==> src/rtl/xy_plot_writer.sv <==
`default_nettype none
// ============================================================================
// Module      : xy_plot_writer
// Description : Turns a 14-bit (X, Y) sample stream into monochrome pixel
//               writes. Kept samples are scaled to screen coordinates
//               (Y inverted), converted to a linear framebuffer address and
//               queued in a FIFO that drains through a valid/ready write
//               port. A clear sweep blanks the screen after reset and on
//               request.
// Revision    : 1.0 - initial release
// ============================================================================
module xy_plot_writer #(
  parameter int SCREEN_W   = 640,
  parameter int SCREEN_H   = 480,
  parameter int FIFO_DEPTH = 16
) (
  input  logic        clk,
  input  logic        rst,
  input  logic        sample_valid,
  input  logic [13:0] x_in,
  input  logic [13:0] y_in,
  input  logic [2:0]  decim,
  input  logic        clear_req,
  output logic [18:0] fb_addr,
  output logic        fb_data,
  output logic        fb_we,
  input  logic        fb_ready,
  output logic        busy,
  output logic        overflow
);

  localparam int          XW      = $clog2(SCREEN_W);
  localparam int          YW      = $clog2(SCREEN_H);
  localparam int          AW      = $clog2(FIFO_DEPTH);
  localparam logic [18:0] C_LAST  = 19'(SCREEN_W * SCREEN_H - 1);
  localparam logic [AW:0] C_DEPTH = (AW + 1)'(FIFO_DEPTH);

  typedef enum logic [1:0] {
    ST_INIT  = 2'd0,
    ST_CLEAR = 2'd1,
    ST_PLOT  = 2'd2
  } state_t;

  state_t          state_q, state_d;
  logic [18:0]     clr_cnt_q, clr_cnt_d;
  logic [2:0]      dec_cnt_q, dec_cnt_d;
  logic            s1_valid_q, s1_valid_d;
  logic [XW-1:0]   sx_q, sx_d;
  logic [YW-1:0]   sy_q, sy_d;
  logic [AW:0]     wr_ptr_q, wr_ptr_d;
  logic [AW:0]     rd_ptr_q, rd_ptr_d;
  logic            overflow_q, overflow_d;
  logic [18:0]     fifo_mem_q [FIFO_DEPTH];

  logic [XW-1:0]   w_sx;
  logic [YW-1:0]   w_sy;
  logic [18:0]     w_addr;
  logic [18:0]     w_head;
  logic            w_empty;
  logic            w_full;
  logic            w_push;

  // Scaling uses a 33-bit product so full-scale samples never wrap; the
  // shift by 14 truncates toward zero, keeping results inside the screen.
  assign w_sx   = XW'(({19'd0, x_in} * 33'(SCREEN_W)) >> 14);
  assign w_sy   = YW'(SCREEN_H - 1) - YW'(({19'd0, y_in} * 33'(SCREEN_H)) >> 14);
  assign w_addr = 19'(sy_q) * 19'(SCREEN_W) + 19'(sx_q);

  // Fullness comes from registered pointers only, so a pop on the same edge
  // never makes room for the incoming entry.
  assign w_empty = (wr_ptr_q == rd_ptr_q);
  assign w_full  = ((wr_ptr_q - rd_ptr_q) == C_DEPTH);
  assign w_head  = fifo_mem_q[rd_ptr_q[AW-1:0]];

  assign busy     = (state_q != ST_PLOT);
  assign overflow = overflow_q;

  // Next-state, pipeline, FIFO pointer and write-port logic.
  always_comb begin
    state_d    = state_q;
    clr_cnt_d  = clr_cnt_q;
    dec_cnt_d  = dec_cnt_q;
    s1_valid_d = 1'b0;
    sx_d       = sx_q;
    sy_d       = sy_q;
    wr_ptr_d   = wr_ptr_q;
    rd_ptr_d   = rd_ptr_q;
    overflow_d = overflow_q;
    w_push     = 1'b0;
    fb_we      = 1'b0;
    fb_data    = 1'b0;
    fb_addr    = 19'd0;

    case (state_q)
      ST_INIT: begin
        state_d   = ST_CLEAR;
        clr_cnt_d = 19'd0;
      end

      ST_CLEAR: begin
        fb_we   = 1'b1;
        fb_addr = clr_cnt_q;
        if (clear_req) begin
          clr_cnt_d = 19'd0;
        end else if (fb_ready) begin
          if (clr_cnt_q == C_LAST) begin
            state_d   = ST_PLOT;
            clr_cnt_d = 19'd0;
          end else begin
            clr_cnt_d = clr_cnt_q + 19'd1;
          end
        end
      end

      ST_PLOT: begin
        fb_we   = !w_empty;
        fb_data = 1'b1;
        fb_addr = w_head;
        if (clear_req) begin
          // Flush queue and pipeline; s1_valid_d is already cleared.
          state_d    = ST_CLEAR;
          clr_cnt_d  = 19'd0;
          wr_ptr_d   = '0;
          rd_ptr_d   = '0;
          overflow_d = 1'b0;
        end else begin
          if (!w_empty && fb_ready) begin
            rd_ptr_d = rd_ptr_q + 1'b1;
          end
          if (s1_valid_q) begin
            if (w_full) begin
              overflow_d = 1'b1;
            end else begin
              w_push   = 1'b1;
              wr_ptr_d = wr_ptr_q + 1'b1;
            end
          end
          if (sample_valid) begin
            s1_valid_d = (dec_cnt_q == 3'd0);
            dec_cnt_d  = (dec_cnt_q >= decim) ? 3'd0 : dec_cnt_q + 3'd1;
            sx_d       = w_sx;
            sy_d       = w_sy;
          end
        end
      end

      default: begin
        state_d = ST_INIT;
      end
    endcase
  end

  // Control state register with synchronous reset.
  always_ff @(posedge clk) begin
    if (rst) begin
      state_q    <= ST_INIT;
      clr_cnt_q  <= 19'd0;
      dec_cnt_q  <= 3'd0;
      s1_valid_q <= 1'b0;
      sx_q       <= '0;
      sy_q       <= '0;
      wr_ptr_q   <= '0;
      rd_ptr_q   <= '0;
      overflow_q <= 1'b0;
    end else begin
      state_q    <= state_d;
      clr_cnt_q  <= clr_cnt_d;
      dec_cnt_q  <= dec_cnt_d;
      s1_valid_q <= s1_valid_d;
      sx_q       <= sx_d;
      sy_q       <= sy_d;
      wr_ptr_q   <= wr_ptr_d;
      rd_ptr_q   <= rd_ptr_d;
      overflow_q <= overflow_d;
    end
  end

  // FIFO storage; contents need no reset since the pointers gate validity.
  always_ff @(posedge clk) begin
    if (w_push) begin
      fifo_mem_q[wr_ptr_q[AW-1:0]] <= w_addr;
    end
  end

endmodule
`default_nettype wire
==> config.mk <==
export PLATFORM = sky130hd
export DESIGN_NAME = xy_plot_writer
export DESIGN_NICKNAME = d
export VERILOG_FILES = /design/src/rtl/xy_plot_writer.sv
export SDC_FILE = /design/constraint.sdc
export NUM_CORES = 1
export LEC_CHECK = 0
export ABC_AREA = 0
export CAP_MARGIN = 20
export CORE_MARGIN = 2
export CORE_UTILIZATION = 47
export DETAILED_ROUTE_END_ITERATION = 7
export PLACE_DENSITY_LB_ADDON = 0.25
export SYNTH_ARGS = -nofsm -noshare
export SYNTH_HDL_FRONTEND = slang
export SYNTH_SLANG_ARGS = --single-unit
==> constraint.sdc <==
create_clock -name clk -period 4.7 [get_ports clk]
set_clock_uncertainty 0.1 [all_clocks]
set_input_delay 1.175 -clock clk [delete_from_list [all_inputs] [get_ports clk]]
set_output_delay 1.175 -clock clk [all_outputs]
set_load 0.01 [all_outputs]
==> impl_metrics.env <==
export IMPL_drtPass1Iterations=5
export IMPL_power_mw=7.51
export IMPL_synth_distinct_cells=58
export IMPL_synthMuxAreaShare_pct=12.8
export IMPL_grt_setup_unrepaired="false"
export IMPL_synth_top_family_by_area="multiplexers"
export IMPL_hold_path_class="flop to flop"
export IMPL_grtUsageTotal_pct=19.6
export IMPL_hold_end="s1_valid_q"
export IMPL_die_h_um=194
export IMPL_n_antenna_cell=0
export IMPL_fin_crit_ps=4450
export IMPL_synth_compound_area_share_pct=5.33
export IMPL_crit_required_ps=5000
export IMPL_dp_hpwl_mm=22.4
export IMPL_drc=0
export IMPL_crit_type="input pin to flop"
export IMPL_post_cts_resized=0
export IMPL_synthToLayoutAreaGrowth_pct=16.6
export IMPL_fin_tns_setup_ps=0
export IMPL_drive_gt1_share_pct=19.1
export IMPL_final_common_cell="edfxtp_1"
export IMPL_synthFlopType="edfxtp_1"
export IMPL_cts_hold_buf=0
export IMPL_relSlewSlack_pct=32.4
export IMPL_cts_tree="built"
export IMPL_r2r_cells=8
export IMPL_final_nets=1358
export IMPL_postSynthRegisterBits=363
export IMPL_yosys_area_share_simple_pct=6.76
export IMPL_ys_seq_area_share_pct=60.9
export IMPL_die_x_um=194
export IMPL_ir_drop_v=0.000324
export IMPL_crit_family="adder cells"
export IMPL_r2r_end="fifo_mem_q[8][15]"
export IMPL_cts_made_buffers=39
export IMPL_critPathCaptureType="flop"
export IMPL_row_count=69
export IMPL_clk_latency_ps=530
export IMPL_numClockSinks=363
export IMPL_post_cts_setup_buffers=0
export IMPL_grt_pass1_vias=9774
export IMPL_clkTransAtPathRegs_ps=60
export IMPL_synth_nets=1218
export IMPL_synthAdderAreaFrac_pct=8.98
export IMPL_wl_per_cell_um=21.2
export IMPL_gp_congestion=0.798
export IMPL_syn_instance_count=1076
export IMPL_initial_utilization_pct=47.6
export IMPL_syn_area_um2=16900
export IMPL_drt_wl_total_mm=36.2
export IMPL_crit_path_top_delay_cell="fa_1"
export IMPL_cap_violations=0
export IMPL_whs_ps=397
export IMPL_core_um2=35600
export IMPL_synth_xor_area_share_pct=2.59
export IMPL_powerDensity_nw_per_um2=380
export IMPL_min_from="dec_cnt_q[2]"
export IMPL_setup_viol=0
export IMPL_worstPathMaxFanout=5
export IMPL_worst_slew_pin_transition_ps=1010
export IMPL_hold_depth=1
export IMPL_io_buffers=58
export IMPL_syn_area_per_cell_um2=15.7
export IMPL_crit_path_start_kind="input pin"
export IMPL_synth_top_area_share_pct=53.9
export IMPL_final_area_um2=19800
export IMPL_placed_area_um2=18500
export IMPL_run_status="finished, final reports clean"
export IMPL_vias=9541
export IMPL_vias_per_cell=5.60
export IMPL_overflow=0
export IMPL_antenna_found_initial=0
export IMPL_io_pins=59
export IMPL_slew_violations=0
export IMPL_cp_arrival_ps=4750
export IMPL_layout_common_cells="edfxtp_1 (304), mux4_2 (95), ha_1 (80), buf_4 (75), inv_1 (69)"
export IMPL_synth_area_leaders="edfxtp_1 (54%), mux4_2 (13%), dfxtp_1 (7.0%)"
export IMPL_clock_root_buffer="clkbuf_16"
export IMPL_critPathBufInv=4
export IMPL_path_cells="clkdlybuf4s50_1, inv_1, fa_1, fa_1, inv_1, ha_1, a21oi_1, o221ai_1, a31oi_1, o41ai_2, xnor2_1, inv_1, ha_1, xor2_1, xnor2_1, o21ai_0"
export IMPL_crit_top_cell="inv_1"
export IMPL_dieArea_um2=37600
export IMPL_fillerInstances=2891
export IMPL_final_hold_viol_count=0
export IMPL_clk_path_buf_depth=3
export IMPL_final_cell_count_no_fill=1705
export IMPL_r2r_start="sy_q[1]"
export IMPL_max_clock_freq_mhz=225
export IMPL_synth_edf_count=304
export IMPL_place_inst=1625
export IMPL_synth_top_area_cell="edfxtp_1"
export IMPL_reg2reg_slack_ps=1290
export IMPL_synth_warnings=0
export IMPL_first_iter_violations=598
export IMPL_ys_async_sr_fraction_pct=0
export IMPL_grt_start_max_net_pins=31
export IMPL_critPathMaxStageDelay_ps=520
export IMPL_period_share_pct=94.7
export IMPL_ctsHtreeMaxLevel=2
export IMPL_p_leak_nw=6.80
export IMPL_antenna_left=0
export IMPL_grt_pass1_wl_mm=56.5
==> per-layer routing <==
layer,share of wire [%],track usage (%)
met1,44,27.3
met2,49,32.5
met3,6.5,3.36
met4,1.3,4.46
met5,0,0
==> synth_stat cells (all sizes together), types with 18 or more instances <==
library cell / number
edfxtp: 304
mux4: 95
ha: 80
inv: 69
dfxtp: 59
nor2: 53
a21oi: 41
nand2: 35
xnor2: 28
fa: 26
nor2b: 24
clkbuf: 22
xor2: 22
a22oi: 21
o21ai: 20
and2: 19
buf: 18
==> how the worst max path moves through the flow <==
stage	cells past startpoint	to	from	slack, ps
floorplan	15	sy_q[7]	y_in[8]	350
global placement	16	sy_q[7]	y_in[5]	-220
detailed placement	16	sy_q[7]	y_in[5]	-300
CTS	6	fb_addr[6]	flop	110
global route	16	sy_q[7]	y_in[7]	10
finish	16	sy_q[7]	y_in[7]	250
==> worst reg2reg max path, delay by kind of cell, from the launching register on <==
family,cells,cell delay (ps)
flops,1,360
xor+xnor,2,1020
buf+inv,1,60
fa+ha+maj,3,870
simple gates,2,670
==> state kept, by name, indices dropped and copies added (netlist names), named ones only <==
signal / flops
clr_cnt_q: 19
dec_cnt_q: 3
fifo_mem_q: 304
overflow: 1
rd_ptr_q: 5
s1_valid_q: 1
state_q: 2
sx_q: 10
sy_q: 9
wr_ptr_q: 5
==> stage by stage <==
step | utilization, % | setup slack (ps)
after detailed placement | 52.0 | -303
after global routing | 55.5 | 12.5
after CTS | 55.3 | 115
final | 55.5 | 251
after floorplan | - | 353
after global placement | 52.0 | -217
==> power breakdown <==
| group | switching [mW] | internal [mW] | leakage (nW) | total [mW] |
|---|---|---|---|---|
| clock network | 1.21 | 1.63 | 0.574 | 2.84 |
| logic | 0.588 | 0.509 | 2.98 | 1.10 |
| registers | 0.0339 | 3.54 | 3.25 | 3.57 |
==> cells by family after synthesis <==
logic type | Yosys count
xor gates and xnor gates | 50
buffers and inverters | 109
DFF | 363
adders and majority gates | 106
AOI/OAI and AO/OA | 138
and+or+nand+nor | 213
muxes | 97
==> cell type report <==
class | instances | area (µm²) | area share, %
clock buffer | 54 | 1050 | 5.33
clock inverter | 15 | 115 | 0.583
inverter | 69 | 259 | 1.31
multi-input combinational | 604 | 6170 | 31.2
sequential | 363 | 10300 | 52.2
tap | 461 | 577 | 2.92
timing repair buffer | 139 | 1260 | 6.40
Power figures use the tool's default switching activity.
